--- config.mk ---
export PLATFORM = sky130hd
export DESIGN_NAME = store_buffer_flat
export DESIGN_NICKNAME = d
export VERILOG_FILES = /design/src/rtl/store_buffer_pkg.sv /design/src/rtl/store_buffer_if.sv /design/src/rtl/store_buffer_match.sv /design/src/rtl/store_buffer.sv /design/src/flat_wrapper.sv
export SDC_FILE = /design/constraint.sdc
export NUM_CORES = 1
export LEC_CHECK = 0
export CAP_MARGIN = 30
export CELL_PAD_IN_SITES_DETAIL_PLACEMENT = 2
export CELL_PAD_IN_SITES_GLOBAL_PLACEMENT = 2
export CORE_MARGIN = 5
export CORE_UTILIZATION = 35
export CTS_BUF_LIST = sky130_fd_sc_hd__clkbuf_8
export CTS_CLUSTER_SIZE = 10
export DETAILED_ROUTE_END_ITERATION = 12
export PLACE_DENSITY_LB_ADDON = 0.1
export SETUP_SLACK_MARGIN = 0.02
export SLEW_MARGIN = 15
export SYNTH_ARGS = -nofsm -noshare
export SYNTH_HDL_FRONTEND = slang
export SYNTH_HIERARCHICAL = 1
export SYNTH_SLANG_ARGS = --single-unit
--- constraint.sdc ---
create_clock -name clk -period 4.84 [get_ports clk]
set_input_delay 0.726 -clock clk [delete_from_list [all_inputs] [get_ports clk]]
set_output_delay 0.726 -clock clk [all_outputs]
set_load 0.01 [all_outputs]
--- src/rtl/store_buffer_pkg.sv ---
// Store buffer package: geometry constants, entry record and the address
// overlap helpers shared by the CAM and the bench.
//   SB_DEPTH  : number of buffered stores (power of two, >= 2)
//   SB_ADDR_W : byte address width
//   SB_DATA_W : halfword data width (little-endian, byte addressed memory)
package store_buffer_pkg;
  localparam int SB_DEPTH  = 4;
  localparam int SB_ADDR_W = 16;
  localparam int SB_DATA_W = 16;
  localparam int SB_PTR_W  = $clog2(SB_DEPTH);
  localparam int SB_CNT_W  = $clog2(SB_DEPTH) + 1;

  typedef logic [SB_ADDR_W-1:0] sb_addr_t;
  typedef logic [SB_DATA_W-1:0] sb_data_t;
  typedef logic [SB_PTR_W-1:0]  sb_ptr_t;
  typedef logic [SB_CNT_W-1:0]  sb_cnt_t;

  typedef struct packed {
    logic     valid;
    sb_addr_t addr;
    sb_data_t data;
  } sb_entry_t;

  function automatic logic addr_exact(input sb_addr_t entry, input sb_addr_t ld);
    return entry == ld;
  endfunction

  // A halfword at ld+/-1 shares one byte with the load; addresses wrap.
  function automatic logic addr_partial(input sb_addr_t entry, input sb_addr_t ld);
    return (entry == ld + sb_addr_t'(1)) || (entry == ld - sb_addr_t'(1));
  endfunction
endpackage

--- src/rtl/store_buffer_if.sv ---
// Store buffer bus: MEM-stage store/load requests plus the data memory port.
//   master : pipeline / memory side (drives requests and mem_read_data)
//   slave  : the store buffer
interface store_buffer_if;
  import store_buffer_pkg::*;

  logic     st_valid;
  sb_addr_t st_addr;
  sb_data_t st_data;
  logic     ld_valid;
  sb_addr_t ld_addr;
  sb_data_t ld_data;
  logic     stall;
  logic     sb_empty;
  sb_addr_t mem_address;
  sb_data_t mem_write_data;
  logic     mem_write;
  logic     mem_read;
  sb_data_t mem_read_data;

  modport master (
    output st_valid, st_addr, st_data, ld_valid, ld_addr, mem_read_data,
    input  ld_data, stall, sb_empty, mem_address, mem_write_data, mem_write, mem_read
  );

  modport slave (
    input  st_valid, st_addr, st_data, ld_valid, ld_addr, mem_read_data,
    output ld_data, stall, sb_empty, mem_address, mem_write_data, mem_write, mem_read
  );
endinterface

--- src/rtl/store_buffer_match.sv ---
// Combinational CAM over all store buffer entries.
//   entries : entry array (valid/addr/data)
//   tail    : next allocation slot, used to rank entry age
//   ld_addr : load byte address
//   exact   : per-entry exact address match
//   partial : per-entry one-byte overlap
//   hit_idx : youngest exactly matching entry (meaningful when |exact)
module store_buffer_match
  import store_buffer_pkg::*;
(
  input  sb_entry_t             entries [SB_DEPTH],
  input  sb_ptr_t               tail,
  input  sb_addr_t              ld_addr,
  output logic [SB_DEPTH-1:0]   exact,
  output logic [SB_DEPTH-1:0]   partial,
  output sb_ptr_t               hit_idx
);
  sb_ptr_t idx;

  always_comb begin
    exact   = '0;
    partial = '0;
    hit_idx = '0;
    idx     = '0;
    for (int i = 0; i < SB_DEPTH; i++) begin
      exact[i]   = entries[i].valid && addr_exact(entries[i].addr, ld_addr);
      partial[i] = entries[i].valid && addr_partial(entries[i].addr, ld_addr);
    end
    // Walk from tail (oldest slot) forward; the last match seen is the youngest.
    for (int k = 0; k < SB_DEPTH; k++) begin
      idx = tail + sb_ptr_t'(k);
      if (exact[idx]) hit_idx = idx;
    end
  end
endmodule

--- src/rtl/store_buffer.sv ---
// Posted-write store buffer between EX/MEM and the data memory.
// Accepts one store per cycle, drains the oldest entry to memory whenever a
// load does not need the port, forwards loads from the youngest exact match
// and stalls on full or on a partially overlapping load.
//   clk, rst : clock, synchronous active-high reset
//   sb       : request / memory port bundle (slave side)
module store_buffer
  import store_buffer_pkg::*;
(
  input  logic              clk,
  input  logic              rst,
  store_buffer_if.slave     sb
);
  sb_entry_t             entries [SB_DEPTH];
  sb_ptr_t               head, tail;
  sb_cnt_t               count;
  logic [SB_DEPTH-1:0]   exact, partial;
  sb_ptr_t               hit_idx;

  logic ld_hit_raw, ld_conflict_raw, ld_miss_raw, ld_live;
  logic ld_hit, ld_conflict, ld_miss;
  logic drain_en, full, enq;

  store_buffer_match u_match (
    .entries (entries),
    .tail    (tail),
    .ld_addr (sb.ld_addr),
    .exact   (exact),
    .partial (partial),
    .hit_idx (hit_idx)
  );

  always_comb begin
    ld_hit_raw      = sb.ld_valid && (|exact) && !(|partial);
    ld_conflict_raw = sb.ld_valid && (|partial);
    ld_miss_raw     = sb.ld_valid && !ld_hit_raw && !ld_conflict_raw;
    // A load issued alongside a store is ignored for its results, but a
    // would-be miss still reserves the memory port so draining pauses.
    ld_live     = !rst && !sb.st_valid;
    ld_hit      = ld_hit_raw && ld_live;
    ld_conflict = ld_conflict_raw && ld_live;
    ld_miss     = ld_miss_raw && ld_live;
    drain_en    = !rst && (count != '0) && !ld_miss_raw;
    full        = (count == sb_cnt_t'(SB_DEPTH));
    sb.stall    = (!rst && sb.st_valid && full && !drain_en) || ld_conflict;
    enq         = !rst && sb.st_valid && !sb.stall;

    sb.mem_read       = 1'b0;
    sb.mem_write      = 1'b0;
    sb.mem_address    = '0;
    sb.mem_write_data = '0;
    sb.ld_data        = '0;
    if (ld_miss) begin
      sb.mem_read    = 1'b1;
      sb.mem_address = sb.ld_addr;
      sb.ld_data     = sb.mem_read_data;
    end else if (drain_en) begin
      sb.mem_write      = 1'b1;
      sb.mem_address    = entries[head].addr;
      sb.mem_write_data = entries[head].data;
    end
    if (ld_hit) sb.ld_data = entries[hit_idx].data;
  end

  assign sb.sb_empty = (count == '0);

  always_ff @(posedge clk) begin
    if (rst) begin
      head  <= '0;
      tail  <= '0;
      count <= '0;
      for (int i = 0; i < SB_DEPTH; i++) entries[i].valid <= 1'b0;
    end else begin
      // Drain first so a same-cycle enqueue into the freed slot (full case)
      // keeps its valid bit.
      if (drain_en) begin
        entries[head].valid <= 1'b0;
        head <= head + sb_ptr_t'(1);
      end
      if (enq) begin
        entries[tail] <= '{valid: 1'b1, addr: sb.st_addr, data: sb.st_data};
        tail <= tail + sb_ptr_t'(1);
      end
      case ({enq, drain_en})
        2'b10:   count <= count + sb_cnt_t'(1);
        2'b01:   count <= count - sb_cnt_t'(1);
        default: count <= count;
      endcase
    end
  end
endmodule

--- src/flat_wrapper.sv ---
// flat-port wrapper written by rule: the top's interface ports become plain ports
module store_buffer_flat import store_buffer_pkg::*;
  (clk, rst, sb_st_valid, sb_st_addr, sb_st_data, sb_ld_valid, sb_ld_addr, sb_mem_read_data, sb_ld_data, sb_stall, sb_sb_empty, sb_mem_address, sb_mem_write_data, sb_mem_write, sb_mem_read);
  store_buffer_if sb_i ();
  input  logic clk;
  input  logic rst;
  input wire logic [$bits(sb_i.st_valid)-1:0] sb_st_valid;
  input wire logic [$bits(sb_i.st_addr)-1:0] sb_st_addr;
  input wire logic [$bits(sb_i.st_data)-1:0] sb_st_data;
  input wire logic [$bits(sb_i.ld_valid)-1:0] sb_ld_valid;
  input wire logic [$bits(sb_i.ld_addr)-1:0] sb_ld_addr;
  input wire logic [$bits(sb_i.mem_read_data)-1:0] sb_mem_read_data;
  output wire logic [$bits(sb_i.ld_data)-1:0] sb_ld_data;
  output wire logic [$bits(sb_i.stall)-1:0] sb_stall;
  output wire logic [$bits(sb_i.sb_empty)-1:0] sb_sb_empty;
  output wire logic [$bits(sb_i.mem_address)-1:0] sb_mem_address;
  output wire logic [$bits(sb_i.mem_write_data)-1:0] sb_mem_write_data;
  output wire logic [$bits(sb_i.mem_write)-1:0] sb_mem_write;
  output wire logic [$bits(sb_i.mem_read)-1:0] sb_mem_read;
  assign sb_i.st_valid = sb_st_valid;
  assign sb_i.st_addr = sb_st_addr;
  assign sb_i.st_data = sb_st_data;
  assign sb_i.ld_valid = sb_ld_valid;
  assign sb_i.ld_addr = sb_ld_addr;
  assign sb_i.mem_read_data = sb_mem_read_data;
  assign sb_ld_data = sb_i.ld_data;
  assign sb_stall = sb_i.stall;
  assign sb_sb_empty = sb_i.sb_empty;
  assign sb_mem_address = sb_i.mem_address;
  assign sb_mem_write_data = sb_i.mem_write_data;
  assign sb_mem_write = sb_i.mem_write;
  assign sb_mem_read = sb_i.mem_read;
  store_buffer u_core (.clk(clk), .rst(rst), .sb(sb_i));
endmodule
* Yosys cells after proc, flatten, opt, wreduce, memory -nomap -nowiden *
Cells that the tools add are included.

cells by class
  add/sub/neg operators = 8
  order comparisons = 9
  eq/ne operators = 15
  mux-type cells = 37
  bitwise gates (word level) = 3
  reduce and logical (&&, ||, !) cells = 43

operator list
  kind                     number
  $mux W132                3
  $bwmux W132              2
  $eq A16 B16 Y1           12
  $bmux W33 S2             2
  $demux W33 S2            2
  $mux W16                 8
  $mux W33                 2
  $mux W32                 2
  $logic_and A1 B1 Y1      25
  $add A16 B1 Y16 const B  1
  $sub A16 B1 Y16 const B  1
  $lt A2 B3 Y1 const B     4
  $ge A3 B3 Y1 const B     3
  $not A2 Y3               3
  $bmux W1 S2              4
  $logic_not A1 Y1         8
  $mux W2                  4
  $reduce_or A4 Y1         2
  $mux W1                  7
  $lt A3 B1 Y1 const B     2
  $pmux W3 S2              1
  $logic_or A1 B1 Y1       5
  $add A2 B1 Y2 const B    2
  $add A2 B2 Y2 const B    2
  other kinds (8)          8

storage, ports and cells
  register bits after elaboration = 139
  input port bits = 68
  output and inout bits = 52
  word-level logic and storage cells = 130

* Depth between registers and ports, before layout *
  word-level depth = 19
  depth in mapped cells = 19
  depth with buffers taken out = 16

* Hierarchy *
The synthesis kept the hierarchy.

by module, submodules not included
  module              instances  cells an instance  area an instance (sq um)  seq. area each (sq um)
  store_buffer        1          523                7113.1                    4063.9
  store_buffer_match  1          482                3337.0                    0.0

* Least setup slack after synthesis *
OpenSTA, ideal clock, no wires.

  path type = in2reg
  start point = in sb_ld_addr[0]
  end point = reg, netlist name u_core/entries[0]
  setup time = 0.421 ns
  arrival = 4.781 ns
  required time = 4.419 ns
  path slack = -0.362 ns
  cell stages on the path = 14
  buffers on the path = 3
  cell sequence = buf_2 inv_1 ha_1 clkbuf_1 nor4b_2 nand3b_1 xor2_1 a211oi_1 nand4_1 o32ai_1 or4_4 o31ai_2 buf_2 nor2_1

RTL lines
  what                line                text
  start: declaration  flat_wrapper.sv:11  input wire logic [$bits(sb_i.ld_addr)-1:0] sb_ld_addr;

* Final worst setup path *
  start point = in sb_ld_addr[3]
  end point = out sb_ld_data[4]

between the ends
  word-level cells in the longest chain between the ends = 13
  elaborated cells between the ends (all ways) = 56
  classes of those cells = add/sub: 2; eq/ne: 12; mux: 17; bitwise: 1; reduce/logical: 24

ends and longest elaborated chain
  what                                                       line                                    text
  $add A16 B1 Y16 / $sub A16 B1 Y16 (equally long branches)  store_buffer_pkg.sv:30                  return (entry == ld + sb_addr_t'(1)) || (entry == ld - sb_addr_t'(1));
  $eq A16 B16 Y1                                             store_buffer_pkg.sv:30
  $logic_or A1 B1 Y1 (*)                                     store_buffer_pkg.sv:30
  $logic_and A1 B1 Y1 (*)                                    store_buffer_match.sv:27                partial[i] = entries[i].valid && addr_partial(entries[i].addr, ld_addr);
  net u_core.partial[3]                                      store_buffer.sv:17                      logic [SB_DEPTH-1:0] exact, partial;
  $reduce_or A4 Y1 (*)                                       store_buffer.sv:34, store_buffer.sv:35
  $logic_not A1 Y1                                           store_buffer.sv:34                      ld_hit_raw = sb.ld_valid && (|exact) && !(|partial);
  $logic_and A1 B1 Y1                                        store_buffer.sv:34
  $logic_not A1 Y1                                           store_buffer.sv:36                      ld_miss_raw = sb.ld_valid && !ld_hit_raw && !ld_conflict_raw;
  $logic_and A1 B1 Y1 (2 in a row)                           store_buffer.sv:36
  $logic_and A1 B1 Y1                                        store_buffer.sv:42                      ld_miss = ld_miss_raw && ld_live;
  $mux W16                                                   store_buffer.sv:53                      if (ld_miss) begin
  $mux W16 (*)                                               store_buffer.sv:62                      if (ld_hit) sb.ld_data = entries[hit_idx].data;
  end: declaration                                           flat_wrapper.sv:13                      output wire logic [$bits(sb_i.ld_data)-1:0] sb_ld_data;

The timed path passes the listed nets; every way through them passes the cells marked *. The select of a mux whose other input is x is not followed.

==> qor.yml <==
outcome: "complete, but fails checks"
violations: "setup timing"
final_cells: 1744
grt_pass1_vias: 11636
avgRoutedWirePerCell_um: 31.12
clock_latency_ps: 470
min_path_type: "reg2reg"
synth-edff-count: 128
design.core.area_um2: 29560
synth-main-ff-cell: "edfxtp_1"
numPortBuffers: 119
grt-ovfl-total: 0
maxCapViolCount: 0
place_ws_ps: -1108
p_leak_uw: 0.005499
crit_fanout: 9
routed_wl_um: 54270
synth_cell_types: 78
area_growth_pct: 45.07
r2r_cells: 18
num_antenna_cells: 0
ir_drop_v: 0.0001486
ys_seq_elements: 139
worst_slack_ps: -206.7
yosysSeqAreaShare: 0.3889
fin_skew_ps: 30.27
start_util: 0.3535
worstHoldPathCells: 2
drtAntennaViolNets: 0
synth.avg_cell_area_um2: 10.40
cts_root_buf: "clkbuf_8"
async_flop_share: 0
setup_violations: 41
antenna_found_initial: 1
numCtsBuffers: 17
fp.dieW_um: 182.8
hold_viol_final: 0
syn_nets: 1085
yosysWarnings: 6
syn_area_um2: 10450
path_clk_slew_ps: 110
dpl.hpwl_um: 36550
fmaxAchievable_mhz: 198.2
rsz0062_at_grt: "true"
final_core_util: 0.5128
layout-drive-gt1-share: 0.3907
cp-end-kind: "output pin"
period_needed_ps: 5047
final_nets: 1421
gp_congestion: 0.9617
synth_top_area_share: 0.3678
drt_iter0_drc: 853
yosys-top-cells-area: "edfxtp_1 37%, mux4_2 10%, xnor2_1 7.0%"
holdBufCountCts: 0
die_height_um: 182.8
power_density_nw_per_um2: 226.9
cp.arrival_ps: 4320
grt_pass1_wl_um: 80070
yosysTopAreaCell: "edfxtp_1"
numPlacedInstances: 1659
dr.pass1.iters: 5
vias: 10457
grt.total_usage: 0.3224
clockBufferDepth: 2
pin_count: 120
htreeDepth: 4
drv_slew: 0
fin_crit_sh: 1.043
grt_max_degree: 103
core.rowCount: 63
relSlewSlack: 0.4724
critPathLaunchType: "primary input"
via_per_inst: 5.996
critPathKind: "in2out"
numClockSinks: 139
tightestPinTransition_ps: 791.4
post-route-drc-count: 0
cts_tree: "done"
die_area_um2: 33410
netlist_instances: 1005
holdWs_ps: 533.8
worstPathRequired_ps: 4110
==> sequential cells by signal (all words and copies together) (netlist names) <==
name and count:
u_core/entries 132, u_core/count 3, u_core/head 2, u_core/tail 2
==> area by class of cell <==
type,instances,area [µm²]
Fill cell,2990,14400
Multi-Input combinational cell,717,6355
Sequential cell,139,4066
Timing Repair Buffer,401,3637
Tap cell,390,488.0
Inverter,65,246.5
Clock buffer,17,234.0
Clock inverter,15,132.6
==> stage by stage <==
step,setup TNS (ps),total power [µW],instance area [µm²]
finish,-3537,3439,15160
global route,-4962,3556,15160
CTS,-1472,3388,14930
detailed placement,-170840,2380,13760
global placement,-158800,2349,13740
floorplan,-29250,1889,10470
==> worst paths after layout <==
kind | startpoint | slack, ps | end
setup / recovery | sb_ld_addr[3] | -210 | sb_ld_data[4]
hold / removal | u_core/count[2]$_SDFFE_PP0P_ | 530 | u_core/count[2]$_SDFFE_PP0P_
setup reg to reg | u_core/entries[82]$_DFFE_PP_ | 360 | u_core/count[2]$_SDFFE_PP0P_
hold reg to reg | u_core/count[2]$_SDFFE_PP0P_ | 530 | u_core/count[2]$_SDFFE_PP0P_
==> cell families after synthesis <==
group                      Yosys count  share of synthesized area
buffers and inverters              149                    0.06310
DFF                                139                     0.3889
xor gates and xnor gates           154                     0.1291
AOI/OAI and AO/OA                  139                    0.09830
muxes                               56                     0.1115
and+or+nand+nor                    356                     0.1941
adders and majority gates           12                    0.01509
==> cell usage after synthesis, drive strengths merged (11+ instances only) <==
library cell / n
ha: 11
inv: 61
nand2: 29
nand3: 23
xnor2: 83
and2: 16
a21oi: 17
o21ai: 28
mux4: 48
clkbuf: 41
nor2: 39
dfxtp: 11
buf: 43
or4: 11
nor3: 144
edfxtp: 128
nand4: 16
nor4: 24
a22o: 32
xor2: 71
==> worst max-delay path, cell delays in order <==
cell and delay (ps):
buf_4 130, buf_4 180, buf_4 210, xnor2_1 350
buf_4 220, xnor2_1 130, o31a_1 240, nor3_1 110
o211a_1 130, a32o_2 300, or4_4 560, buf_6 150
nor3_4 210, buf_12 160, buf_12 150, a22o_1 170
buf_2 150
==> per-layer routing <==
| metal | wire length (µm) | part of all wire | track usage |
|---|---|---|---|
| met1 | 22030 | 0.41 | 0.4011 |
| met2 | 27080 | 0.50 | 0.5622 |
| met3 | 2547 | 0.047 | 0.04839 |
| met4 | 2601 | 0.048 | 0.1341 |
| met5 | 13 | 0.00024 | 0 |
==> report_power, final <==
group | total (µW) | internal (µW) | switching [µW]
Combinational | 1050 | 471 | 580
Clock | 962 | 375 | 586
Sequential | 1430 | 1360 | 69.9
==> timing repair <==
action | 4_1_cts | 5_1_grt
resized for setup | 366 | 58
setup buffers | 41 | 10
endpoints found under the setup margin | 181 | 51
gates cloned | 7 | 0
pin swaps | 41 | 38
==> placed cells by master, fill, tap and decap left out, types with 11 or more instances in the layout <==
cell,n
and2_4,11
nor3_1,138
edfxtp_1,128
nor2_1,34
buf_12,24
nand2_1,28
inv_1,59
buf_2,39
nand3_1,20
xor2_1,63
o21ai_0,22
clkbuf_8,17
xnor2_1,75
nand4_1,16
a21oi_1,15
buf_6,43
clkdlybuf4s50_1,52
a22o_1,30
mux4_2,48
buf_4,226
Note: power is estimated with default switching activity, not from simulation.
